**config.mk**
```make
export PLATFORM = sky130hd
export DESIGN_NAME = uart_tx_fifo_flat
export DESIGN_NICKNAME = d
export VERILOG_FILES = /design/src/rtl/uart_tx_fifo_if.sv /design/src/rtl/uart_tx_fifo.sv /design/src/flat_wrapper.sv
export SDC_FILE = /design/constraint.sdc
export NUM_CORES = 1
export LEC_CHECK = 0
export CORE_MARGIN = 2
export CORE_UTILIZATION = 61
export DETAILED_ROUTE_END_ITERATION = 8
export GPL_TIMING_DRIVEN = 1
export PLACE_DENSITY = 0.79
export SETUP_SLACK_MARGIN = 0.3
export SYNTH_ARGS = -nofsm -noshare
export SYNTH_HDL_FRONTEND = slang
export SYNTH_SLANG_ARGS = --single-unit
```
**constraint.sdc**
```tcl
create_clock -name clk_50m -period 4 [get_ports clk_50m]
set_clock_uncertainty 0.1 [all_clocks]
set_input_delay 0.8 -clock clk_50m [delete_from_list [all_inputs] [get_ports clk_50m]]
set_output_delay 0.8 -clock clk_50m [all_outputs]
set_load 0.1 [all_outputs]
```
**src/rtl/uart_tx_fifo_if.sv**
```systemverilog
// Host-side bundle of uart_tx_fifo: push port, FIFO status flags and serial line.
interface uart_tx_fifo_if;
    logic       wr_en;
    logic [7:0] din;
    logic       fifo_full;
    logic       fifo_almost_full;
    logic       fifo_empty;
    logic       overflow;
    logic       tx;
    logic       tx_busy;

    modport master (
        output wr_en, din,
        input  fifo_full, fifo_almost_full, fifo_empty, overflow, tx, tx_busy
    );

    modport slave (
        input  wr_en, din,
        output fifo_full, fifo_almost_full, fifo_empty, overflow, tx, tx_busy
    );
endinterface

```
**src/rtl/uart_tx_fifo.sv**
```systemverilog
// FIFO-buffered UART transmitter, 8N1, LSB first, one bit every CLK_FREQ/UART_BAUD clocks.
// Define UART_TX_PARITY_EN to append an even-parity bit after data bit 7.
module uart_tx_fifo #(
    parameter int CLK_FREQ   = 50000000,
    parameter int UART_BAUD  = 115200,
    parameter int FIFO_DEPTH = 16
) (
    input  logic          clk_50m,
    input  logic          reset_n,
    uart_tx_fifo_if.slave bus
);
    localparam int DIV = CLK_FREQ / UART_BAUD;
    localparam int BW  = (DIV > 1) ? $clog2(DIV) : 1;
    localparam int AW  = $clog2(FIFO_DEPTH);
    localparam int CW  = $clog2(FIFO_DEPTH + 1);
    localparam logic [BW-1:0] BAUD_LAST = BW'(DIV - 1);
    localparam logic [CW-1:0] DEPTH_C   = CW'(FIFO_DEPTH);
    localparam logic [CW-1:0] AFULL_C   = CW'(FIFO_DEPTH - 2);

`ifdef UART_TX_PARITY_EN
    typedef enum logic [2:0] {S_IDLE, S_LOAD, S_START, S_DATA, S_PARITY, S_STOP} state_t;
`else
    typedef enum logic [2:0] {S_IDLE, S_LOAD, S_START, S_DATA, S_STOP} state_t;
`endif

    logic [7:0]    mem_q [FIFO_DEPTH];
    logic [7:0]    rd_data_q;
    logic [AW-1:0] wr_ptr_q, wr_ptr_d;
    logic [AW-1:0] rd_ptr_q, rd_ptr_d;
    logic [CW-1:0] count_q, count_d;
    logic          full_q, afull_q, empty_q, overflow_q;
    logic          push, pop;

    state_t        state_q, state_d;
    logic [BW-1:0] baud_q, baud_d;
    logic [2:0]    idx_q, idx_d;
    logic [7:0]    shift_q, shift_d;
    logic          tx_q, tx_d;
    logic          bit_done;
`ifdef UART_TX_PARITY_EN
    logic          par_q, par_d;
`endif

    // A write while full is dropped even when the FSM pops in the same cycle.
    assign push = bus.wr_en && !full_q;

    // Storage has no reset so it maps onto block RAM; read data is registered on pop.
    always_ff @(posedge clk_50m) begin
        if (push) begin
            mem_q[wr_ptr_q] <= bus.din;
        end
        if (pop) begin
            rd_data_q <= mem_q[rd_ptr_q];
        end
    end

    always_comb begin
        wr_ptr_d = wr_ptr_q;
        rd_ptr_d = rd_ptr_q;
        count_d  = count_q;
        if (push) begin
            wr_ptr_d = wr_ptr_q + AW'(1);
        end
        if (pop) begin
            rd_ptr_d = rd_ptr_q + AW'(1);
        end
        case ({push, pop})
            2'b10:   count_d = count_q + CW'(1);
            2'b01:   count_d = count_q - CW'(1);
            default: count_d = count_q;
        endcase
    end

    always_ff @(posedge clk_50m or negedge reset_n) begin
        if (!reset_n) begin
            wr_ptr_q   <= '0;
            rd_ptr_q   <= '0;
            count_q    <= '0;
            full_q     <= 1'b0;
            afull_q    <= 1'b0;
            empty_q    <= 1'b1;
            overflow_q <= 1'b0;
        end else begin
            wr_ptr_q <= wr_ptr_d;
            rd_ptr_q <= rd_ptr_d;
            count_q  <= count_d;
            full_q   <= (count_d == DEPTH_C);
            afull_q  <= (count_d >= AFULL_C);
            empty_q  <= (count_d == '0);
            if (bus.wr_en && full_q) begin
                overflow_q <= 1'b1;
            end
        end
    end

    assign bit_done = (baud_q == BAUD_LAST);

    always_comb begin
        state_d = state_q;
        baud_d  = baud_q;
        idx_d   = idx_q;
        shift_d = shift_q;
        tx_d    = tx_q;
        pop     = 1'b0;
`ifdef UART_TX_PARITY_EN
        par_d   = par_q;
`endif
        // Every line-bit state shares one free-running DIV-clock counter.
        if (state_q != S_IDLE && state_q != S_LOAD) begin
            baud_d = bit_done ? '0 : baud_q + BW'(1);
        end
        case (state_q)
            S_IDLE: begin
                tx_d   = 1'b1;
                baud_d = '0;
                if (!empty_q) begin
                    pop     = 1'b1;
                    state_d = S_LOAD;
                end
            end
            S_LOAD: begin
                shift_d = rd_data_q;
                tx_d    = 1'b0;
                idx_d   = '0;
                baud_d  = '0;
`ifdef UART_TX_PARITY_EN
                par_d   = ^rd_data_q;
`endif
                state_d = S_START;
            end
            S_START: begin
                if (bit_done) begin
                    tx_d    = shift_q[0];
                    state_d = S_DATA;
                end
            end
            S_DATA: begin
                if (bit_done) begin
                    if (idx_q == 3'd7) begin
`ifdef UART_TX_PARITY_EN
                        tx_d    = par_q;
                        state_d = S_PARITY;
`else
                        tx_d    = 1'b1;
                        state_d = S_STOP;
`endif
                    end else begin
                        shift_d = {1'b0, shift_q[7:1]};
                        tx_d    = shift_q[1];
                        idx_d   = idx_q + 3'd1;
                    end
                end
            end
`ifdef UART_TX_PARITY_EN
            S_PARITY: begin
                if (bit_done) begin
                    tx_d    = 1'b1;
                    state_d = S_STOP;
                end
            end
`endif
            S_STOP: begin
                if (bit_done) begin
                    if (!empty_q) begin
                        pop     = 1'b1;
                        state_d = S_LOAD;
                    end else begin
                        state_d = S_IDLE;
                    end
                end
            end
            default: begin
                tx_d    = 1'b1;
                state_d = S_IDLE;
            end
        endcase
    end

    always_ff @(posedge clk_50m or negedge reset_n) begin
        if (!reset_n) begin
            state_q <= S_IDLE;
            baud_q  <= '0;
            idx_q   <= '0;
            shift_q <= '0;
            tx_q    <= 1'b1;
`ifdef UART_TX_PARITY_EN
            par_q   <= 1'b0;
`endif
        end else begin
            state_q <= state_d;
            baud_q  <= baud_d;
            idx_q   <= idx_d;
            shift_q <= shift_d;
            tx_q    <= tx_d;
`ifdef UART_TX_PARITY_EN
            par_q   <= par_d;
`endif
        end
    end

    assign bus.tx               = tx_q;
    assign bus.tx_busy          = (state_q != S_IDLE);
    assign bus.fifo_full        = full_q;
    assign bus.fifo_almost_full = afull_q;
    assign bus.fifo_empty       = empty_q;
    assign bus.overflow         = overflow_q;
endmodule

```
**src/flat_wrapper.sv**
```systemverilog
// flat-port wrapper written by rule: the top's interface ports become plain ports
module uart_tx_fifo_flat 
#(
    parameter int CLK_FREQ   = 50000000,
    parameter int UART_BAUD  = 115200,
    parameter int FIFO_DEPTH = 16
)
  (clk_50m, reset_n, bus_wr_en, bus_din, bus_fifo_full, bus_fifo_almost_full, bus_fifo_empty, bus_overflow, bus_tx, bus_tx_busy);
  uart_tx_fifo_if bus_i ();
  input  logic clk_50m;
  input  logic reset_n;
  input wire logic [$bits(bus_i.wr_en)-1:0] bus_wr_en;
  input wire logic [$bits(bus_i.din)-1:0] bus_din;
  output wire logic [$bits(bus_i.fifo_full)-1:0] bus_fifo_full;
  output wire logic [$bits(bus_i.fifo_almost_full)-1:0] bus_fifo_almost_full;
  output wire logic [$bits(bus_i.fifo_empty)-1:0] bus_fifo_empty;
  output wire logic [$bits(bus_i.overflow)-1:0] bus_overflow;
  output wire logic [$bits(bus_i.tx)-1:0] bus_tx;
  output wire logic [$bits(bus_i.tx_busy)-1:0] bus_tx_busy;
  assign bus_i.wr_en = bus_wr_en;
  assign bus_i.din = bus_din;
  assign bus_fifo_full = bus_i.fifo_full;
  assign bus_fifo_almost_full = bus_i.fifo_almost_full;
  assign bus_fifo_empty = bus_i.fifo_empty;
  assign bus_overflow = bus_i.overflow;
  assign bus_tx = bus_i.tx;
  assign bus_tx_busy = bus_i.tx_busy;
  uart_tx_fifo #(.CLK_FREQ(CLK_FREQ), .UART_BAUD(UART_BAUD), .FIFO_DEPTH(FIFO_DEPTH)) u_core (.clk_50m(clk_50m), .reset_n(reset_n), .bus(bus_i));
endmodule
```
==> results of run 1 <==
routing by layer:
layer | wire length, um | vias up | global-route usage [%]
met3 | 642 | 24 | 5.79
met4 | 288 | 0 | 8.29
met5 | 0 | - | 0
met1 | 5460 | 2005 | 30.4
li1 | - | 1716 | -
met2 | 6780 | 112 | 37.0
cell families (layout without fill, tap and decap cells):
group	after synthesis	after routing
multiplexers	49	49
XOR/XNOR	17	17
buffers and inverters	30	68
AO/OA/AOI/OAI	40	40
flip-flops	177	177
adder cells (fa/ha/maj)	11	11
AND/OR/NAND/NOR	108	108
registers in the layout, summed over array words and instances, names as in the netlist:
| signal | cells |
|---|---|
| u_core.state_q | 3 |
| u_core.bus.overflow | 1 |
| u_core.bus.fifo_full | 1 |
| u_core.baud_q | 9 |
| u_core.bus.fifo_almost_full | 1 |
| u_core.mem_q | 128 |
| u_core.bus.tx | 1 |
| u_core.idx_q | 3 |
| u_core.count_q | 5 |
| u_core.rd_data_q | 8 |
| u_core.wr_ptr_q | 4 |
| u_core.bus.fifo_empty | 1 |
| u_core.shift_q | 8 |
| u_core.rd_ptr_q | 4 |
power breakdown:
group	total (mW)	switching, mW	internal [mW]
sequential	2.29	0.115	2.18
combinational	0.577	0.362	0.215
clock	1.61	0.682	0.927
cells in the mapped netlist, types with 6 or more instances:
cell,n
sky130_fd_sc_hd__mux4_2,40
sky130_fd_sc_hd__xor2_1,9
sky130_fd_sc_hd__inv_1,6
sky130_fd_sc_hd__edfxtp_1,136
sky130_fd_sc_hd__clkbuf_1,15
sky130_fd_sc_hd__o21ai_0,14
sky130_fd_sc_hd__mux2i_1,7
sky130_fd_sc_hd__nor3_1,11
sky130_fd_sc_hd__dfrtp_1,39
sky130_fd_sc_hd__xnor2_1,8
sky130_fd_sc_hd__nor2_1,37
sky130_fd_sc_hd__ha_1,11
sky130_fd_sc_hd__a21oi_1,8
sky130_fd_sc_hd__nand2_1,26
stage by stage:
stage                     setup WS, ps  instances  util (%)
final                              673        613      71.2
after global routing               370        613      71.2
after CTS                          675        613      71.2
after detailed placement           323        581      66.1
after global placement             399        581      66.1
after floorplan                    615        432         -
layout make-up:
class,count,area [sq um]
flip-flops and latches,177,5110
fillers,705,3330
multi-input cells,225,2070
clock buffers,17,425
repair buffers,29,253
well taps,143,179
clock inverters,15,159
inverters,7,27.5
worst max-delay path by stage:
stage	cells past startpoint	slack (ps)	from	endpoint
2_1_floorplan	11	620	u_core.bus.fifo_full	u_core.bus.fifo_almost_full
3_3_place_gp	12	400	bus_wr_en	u_core.bus.fifo_almost_full
3_5_place_dp	12	320	bus_wr_en	u_core.bus.fifo_almost_full
4_1_cts	13	680	u_core.baud_q[1]	u_core.bus.fifo_almost_full
5_1_grt	13	370	u_core.baud_q[1]	u_core.bus.fifo_almost_full
6_report	13	670	u_core.baud_q[1]	u_core.bus.fifo_almost_full
==> out/results.txt, run 1 <==
The count of boundary I/O pins was 17. For this run the aggregate overflow at the end of global routing stands at 0. The number of cells traversed by the worst register-to-register path was 13. Endpoint of the worst register-to-register path: u_core.bus.fifo_almost_full.

The tools report the startpoint of the worst-slack reg-to-reg timing path as u_core.baud_q[1]. The critical path in this run is classified as flip-flop to flip-flop. In this run, CTS created clock tree buffers numbering 17. The family of cells with the greatest summed delay on the critical path was simple AND/OR/NAND/NOR gates.

TritonCTS built the clock tree. The prevailing post-synth register cell is sky130_fd_sc_hd__edfxtp_1. The library cells used most frequently in the layout, excluding fill and tap cells, are sky130_fd_sc_hd__edfxtp_1 (136), sky130_fd_sc_hd__mux4_2 (40), sky130_fd_sc_hd__dfrtp_1 (38). The initial utilization of the core area, before any placement, comes to 63.2%.

VDD sags by at most 0.000485 V. Synthesis produced 432 cells. The signal on the critical path passes through inv_1 > ha_1 > nand4b_1 > o21ai_0 > nand2_1 > xnor2_1 > ha_1 > a21oi_1 > nor3_1 > or4b_1 > xor2_1 > clkinv_2 > a31o_1. After legalization and detailed placement, the total HPWL measured 8620 um. The tools report the worst hold path startpoint as u_core.bus.overflow. The maximum number of pins on one net before global-route repair was 42; the initial DRC count was 304.

After detailed placement, the total cell area comes to 0.00765 sq mm. The count of buffers added by post-CTS timing repair for setup was 0. Number of distinct library cells after synthesis: 51. The longest clock path from root to sink contains 2 buffers. In this run the static leakage power is 2.93 nW. In this run, post-CTS hold repair placed 0 buffers. Sorting the synthesized cells by area gives the leading types as sky130_fd_sc_hd__edfxtp_1 (56%), sky130_fd_sc_hd__dfrtp_1 (13%), sky130_fd_sc_hd__mux4_2 (12%), sky130_fd_sc_hd__nor2_1 (1.9%), sky130_fd_sc_hd__ha_1 (1.9%). Sequential cells were found to cover 69.9% of the synthesized design area. The worst setup path is captured at a flip-flop.

Setup repair after global routing left no endpoint under its margin. Final-report hold violation count: 0. The run gives 670 ps as the register-to-register path setup slack. Summed over all failing endpoints, the final setup total negative slack is 0 ps. After Yosys synthesis, full adders, half adders and majority gates account for 1.88% of the synthesized area.

The largest single stage delay on the critical path is 530 ps. Summing the areas of all compound-gate instances in the mapped netlist gives 3.59% of the synthesized area. The ratio of final minimum period to clock period is 83.2%, and the maximum clock frequency is 0.301 GHz. The run gives 0 as the post-CTS resize count. From synthesis to final layout, the design area changed by 12.5%. A synthesized cell averages 16.9 sq um.

The number of buffers inserted by port buffering came out at 16. Across every metal layer, demand over resource in global routing totals 22.8%. The area inside the core boundary is 0.0116 sq mm, and the fraction of registers with async set or reset after synthesis is 23.2%. The antenna diode instance count is 0. Clock-pin slew was measured on the worst setup and hold paths at 60 ps. From left edge to right edge, the die measures 114 um. Clock latency on the worst-skew pair, taken at its later pin, is 420 ps. Main combinational cell family by area after synthesis: multiplexers. At the worst endpoint, the arrival time is 3530 ps. For the pin with the worst max-slew slack, the measured transition is 977 ps. The slowest stage of the critical path belongs to the cell sky130_fd_sc_hd__or4b_1. Total iterations of the first detailed-routing run: 5. Counting flops and latches in the post-synthesis netlist gives 177. The run finished with clean final reports. The tools report the headroom to the max-slew limit as 34.7%.

The routed design has 13200 um of wire. The number of nets in the synthesized netlist is 454. The portion of synthesized area spent on multiplexers is 13.6%. Highest net fanout along the worst path: 5. The most common library cell in the layout ignoring fill and taps was sky130_fd_sc_hd__edfxtp_1.

The clock period minus worst slack was 3330 ps. In the routed design, unresolved DRC markers number 0. Across all layers, the routed design uses 3857 vias. Power density normalized to cell area: 544 mW/mm^2. The mapped netlist covers 0.00731 sq mm.

After detailed routing, the average wire length per cell comes to 21.5 um. The Yosys step of the flow raised 0 warnings. In this run the core area contains 39 standard-cell rows. For this design, the sink count on the clock tree is 177. The number of vias per cell works out to 6.29. The number of enable flip-flop cells after synthesis is 136. The cell occurring most often along the worst timing path is sky130_fd_sc_hd__ha_1.

The routability-driven placement congestion ratio was 0.806; the total design power was 4.48 mW. The synthesized netlist devotes 2.04% of its cell area to XOR and XNOR gates. The data required time at the worst endpoint was 4210 ps. Number of cells traversed by the worst hold path: 1. Final hold analysis gives a worst-case slack of 374 ps. The run gives 0 as the total of endpoints with negative setup slack in the final report. The share of synthesized area in the top cell type comes to 55.8%. The chip height came out at 114 um.

The worst hold path terminates at u_core.bus.overflow. Initial antenna violation count: 0. The worst setup path is launched from a flip-flop. In this run the worst hold path is classified as flip-flop to flip-flop. For the H-tree level count, the log shows 4. The residual antenna-violating net count after detailed routing was 0. The critical path contains buffers and inverters numbering 2 combined. The tool flagged a number of max-cap violations equal to 0. The number of max-slew violations in the final report was 0.

The number of nets in the finished design is 479. The cell sitting at the root of the clock tree is a sky130_fd_sc_hd__clkbuf_16. The share of final-layout standard cells stronger than drive strength 1 is 20.4%.

The tools report the die area as 0.0129 sq mm. The via count of the first global-routing pass is 3882. The global-route wire length before repair is 21300 um, and the simple-gate share of the synthesized area is 7.27%.

The post-synthesis cell type with the largest combined area is sky130_fd_sc_hd__edfxtp_1. The finished cells cover 0.00823 sq mm.
(Power assumes the default switching activity.)
==> run 2, diff against run 1 <==
- clock period: 4 -> 3.13 ns (I/O delays scaled with it)
==> run 2 against run 1 <==
Clock power increased by 22%. Critical path depth increased by 1. Sequential cell count unchanged. Critical path type unchanged. Hold slack got worse by 140 ps. Via count increased by 2.7%. Sequential power increased by 29%. Largest cell class unchanged. Maximum frequency increased by 14%. Combinational power increased by 46%. Largest power group unchanged. Cell count increased by 5.5%.
==> out/results.txt, run 2 (same netlist as run 1, synthesis figures left out) <==
The logs give 0 (unchanged) for the global route total overflow and 0 (unchanged) for the number of max-slew violations in the final report. The run gives 14300 um (+8.9%) as the detailed-route wire length. The library cells used most frequently in the layout, excluding fill and tap cells, are sky130_fd_sc_hd__edfxtp_1 (136), sky130_fd_sc_hd__buf_4 (53), sky130_fd_sc_hd__mux4_2 (40). For the antenna diode instance count, the log shows 0 (unchanged). The run gives 0.0116 sq mm (unchanged) as the area inside the core boundary. The area of all placed cells without fillers was 0.00858 sq mm (+4.2%); the power density normalized to cell area was 671 mW/mm^2 (+23%).

Type of the worst min-delay path: input port to async pin. Setup repair after global routing could not meet its margin everywhere. The tools report the number of fillers in the final layout as 649 (-7.9%).

The per-cell routed wire length was 22.2 um (+3.2%). The vias after detailed routing is 3961 (+2.7%), and the total iterations of the first detailed-routing run is 6 (+1). The highest cell delay on the worst timing path came out at 520 ps (about the same). The flip-flop count of the largest register after layout works out to 128 (unchanged). For the headroom to the max-slew limit, the log shows 38.8% (+4.1 points).

The setup path with the least slack is of type flip-flop to flip-flop. The max capacitance violation total was 0 (unchanged); the share of final-layout standard cells stronger than drive strength 1 was 30.2% (+9.7 points). Data required time at the worst endpoint: 3350 ps (-860 ps). The flow ran to the end, and the final reports show no timing, DRC or antenna violations. The slew of the pin with the lowest slew margin works out to 918 ps (-58.7 ps). The chip width was 114 um (unchanged); the global-route wire length before repair was 22500 um (+5.8%). The H-tree level count is 4 (unchanged), and the number of cells traversed by the worst register-to-register path is 14 (+1). The die area was 0.0129 sq mm (unchanged). The number of buffers inserted by hold repair at cts is 0 (unchanged).

The nature of the critical path endpoint was a flip-flop. The number of buffers inserted by port buffering is 16 (unchanged). The site row count was 39 (unchanged); the number of vias per cell was 6.12 (-2.7%).

The tools report the post-detailed-placement cell area as 0.00783 sq mm (+2.3%). The routability-driven placement congestion ratio came out at 0.897 (+11%). The maximum clock frequency is 0.343 GHz (+14%), and the residual antenna-violating net count after detailed routing is 0 (unchanged).

Via count of the first global-routing pass: 4134 (+6.5%). The tools report the maximum clock insertion buffer count as 2 (unchanged). TritonCTS built the clock tree.

Static leakage: 3.14 nW (+7.3%). Total design power: 5.75 mW (+29%). The final-report hold violation count is 0 (unchanged), and the count of boundary I/O pins is 17 (unchanged).

In the final layout, the registers with the most flip-flops are u_core.mem_q: 128 flops, u_core.baud_q: 9 flops. Counting flops per register, the top entry is u_core.mem_q. For the initial antenna violation count, the log shows 0 (unchanged). The slowest stage of the critical path belongs to the cell sky130_fd_sc_hd__or4b_4. Highest net fanout along the worst path: 3 (-2). The logs give 8910 um (+3.4%) for the HPWL after detailed placement and 326 (+7.2%) for the initial DRC count.

The clock latency at the later pin of the worst-skew pair came out at 430 ps (about the same). The global routing usage summed across all routing layers was 24.3% (+1.6 points); the data arrival time of the critical path was 3140 ps (-390 ps). The chip height was 114 um (unchanged); the register-to-register path setup slack was 210 ps (-460 ps).

For the total clock buffers created by CTS, the log shows 17 (unchanged). The initial standard-cell utilization of the core is 63.2% (unchanged), and the number of design rule violations left after detail routing is 0 (unchanged). The ratio of final minimum period to clock period works out to 93.2% (+10 points). Clock period minus worst slack: 2920 ps (-410 ps). For the maximum number of pins on one net before global-route repair, the log shows 42 (unchanged). The sink count of the clock tree came out at 177 (unchanged). From synthesis to final layout, the design area changed by 17.3%. The total of endpoints with negative setup slack in the final report came out at 0 (unchanged). Nature of the critical path startpoint: a flip-flop.

The buffer type at the clock tree root was sky130_fd_sc_hd__clkbuf_16. CTS clock-pin slew for the worst setup and hold paths: 60 ps (about the same). The run gives 515 (+7.5%) as the number of nets in the finished design. Most common library cell in the layout ignoring fill and taps: sky130_fd_sc_hd__edfxtp_1. Walking the worst path, the cells encountered are inv_1 > ha_1 > nand4b_1 > buf_4 > o21a_4 > nor2_4 > ha_4 > buf_6 > a21oi_1 > a2bb2oi_2 > or4b_4 > xor2_4 > clkinv_2 > a31o_1.

Maximum VDD drop: 0.000709 V (+46%).
-- run 2: changes by cell type in the layout (fill, tap and decap cells not counted), moves of 2 or more --
| cell | previous run | this run |
|---|---|---|
| sky130_fd_sc_hd__clkdlybuf4s50_1 | 15 | 9 |
| sky130_fd_sc_hd__clkinv_1 | 2 | 0 |
| sky130_fd_sc_hd__clkinvlp_4 | 3 | 5 |
| sky130_fd_sc_hd__buf_4 | 13 | 53 |
| sky130_fd_sc_hd__ha_1 | 11 | 9 |
| sky130_fd_sc_hd__clkbuf_1 | 0 | 2 |
| sky130_fd_sc_hd__inv_6 | 4 | 2 |
-- run 2: report_power, final --
group | switching (mW) | leakage, nW | total (mW) | internal (mW)
Sequential | 0.176 | 1.72 | 2.96 | 2.78
Combinational | 0.494 | 1.17 | 0.844 | 0.349
Clock | 0.862 | 0.250 | 1.96 | 1.09
Total | 1.53 | 3.14 | 5.75 | 4.22
-- run 2: what timing repair did --
| item | 4_1_cts | 5_1_grt |
|---|---|---|
| pin swaps | 7 | 4 |
| endpoints found under the setup margin | 4 | 5 |
| endpoints found under the hold margin | 0 | 0 |
| resized for setup | 9 | 7 |
| buffers inserted | 14 | 2 |
| gates cloned | 0 | 0 |
-- run 2: per-stage QoR --
| step | worst slack (ps) | cells | setup TNS [ps] | hold slack (ps) | utilization [%] |
|---|---|---|---|---|---|
| floorplan | 201 | 432 | 0 | 230 | - |
| global placement | -107 | 601 | -162 | 339 | 67.7 |
| detailed placement | -207 | 601 | -394 | 346 | 67.7 |
| CTS | 244 | 645 | 0 | 245 | 73.6 |
| global route | 131 | 647 | 0 | 296 | 74.2 |
| finish | 214 | 647 | 0 | 234 | 74.2 |
-- run 2: final cells by class --
class / count / area, sq um / area share (%)
flip-flops and latches: 177 / 5120 / 59.7
multi-input cells: 225 / 2190 / 25.5
repair buffers: 65 / 524 / 6.11
clock buffers: 19 / 433 / 5.05
well taps: 143 / 179 / 2.09
clock inverters: 11 / 110 / 1.28
inverters: 7 / 27.5 / 0.321
-- run 2: layer usage --
| layer | GRT usage (%) | up-vias | share of wire [%] |
|---|---|---|---|
| met5 | 0 | - | 0 |
| met4 | 9.43 | 0 | 2.1 |
| met2 | 41.5 | 142 | 54 |
| met1 | 30.6 | 2003 | 39 |
| li1 | - | 1789 | - |
| met3 | 5.95 | 27 | 5.3 |
-- run 2: path summary, 6_finish.rpt --
kind                                startpoint                     endpoint
max                           u_core.baud_q[1]  u_core.bus.fifo_almost_full
min                                    reset_n             u_core.baud_q[0]
max reg2reg                   u_core.baud_q[1]  u_core.bus.fifo_almost_full
min reg2reg                u_core.bus.overflow          u_core.bus.overflow
max in group asynchronous              reset_n         u_core.bus.fifo_full
min in group clk_50m       u_core.bus.overflow          u_core.bus.overflow
-- run 2: critical path, delay by kind of cell, from the launching register on --
kind                     cells  cell delay [ps]
AO/OA/AOI/OAI                4              600
XOR/XNOR                     1              190
buffers and inverters        4              440
flip-flops                   1              380
AND/OR/NAND/NOR              3              800
adder cells (fa/ha/maj)      2              290
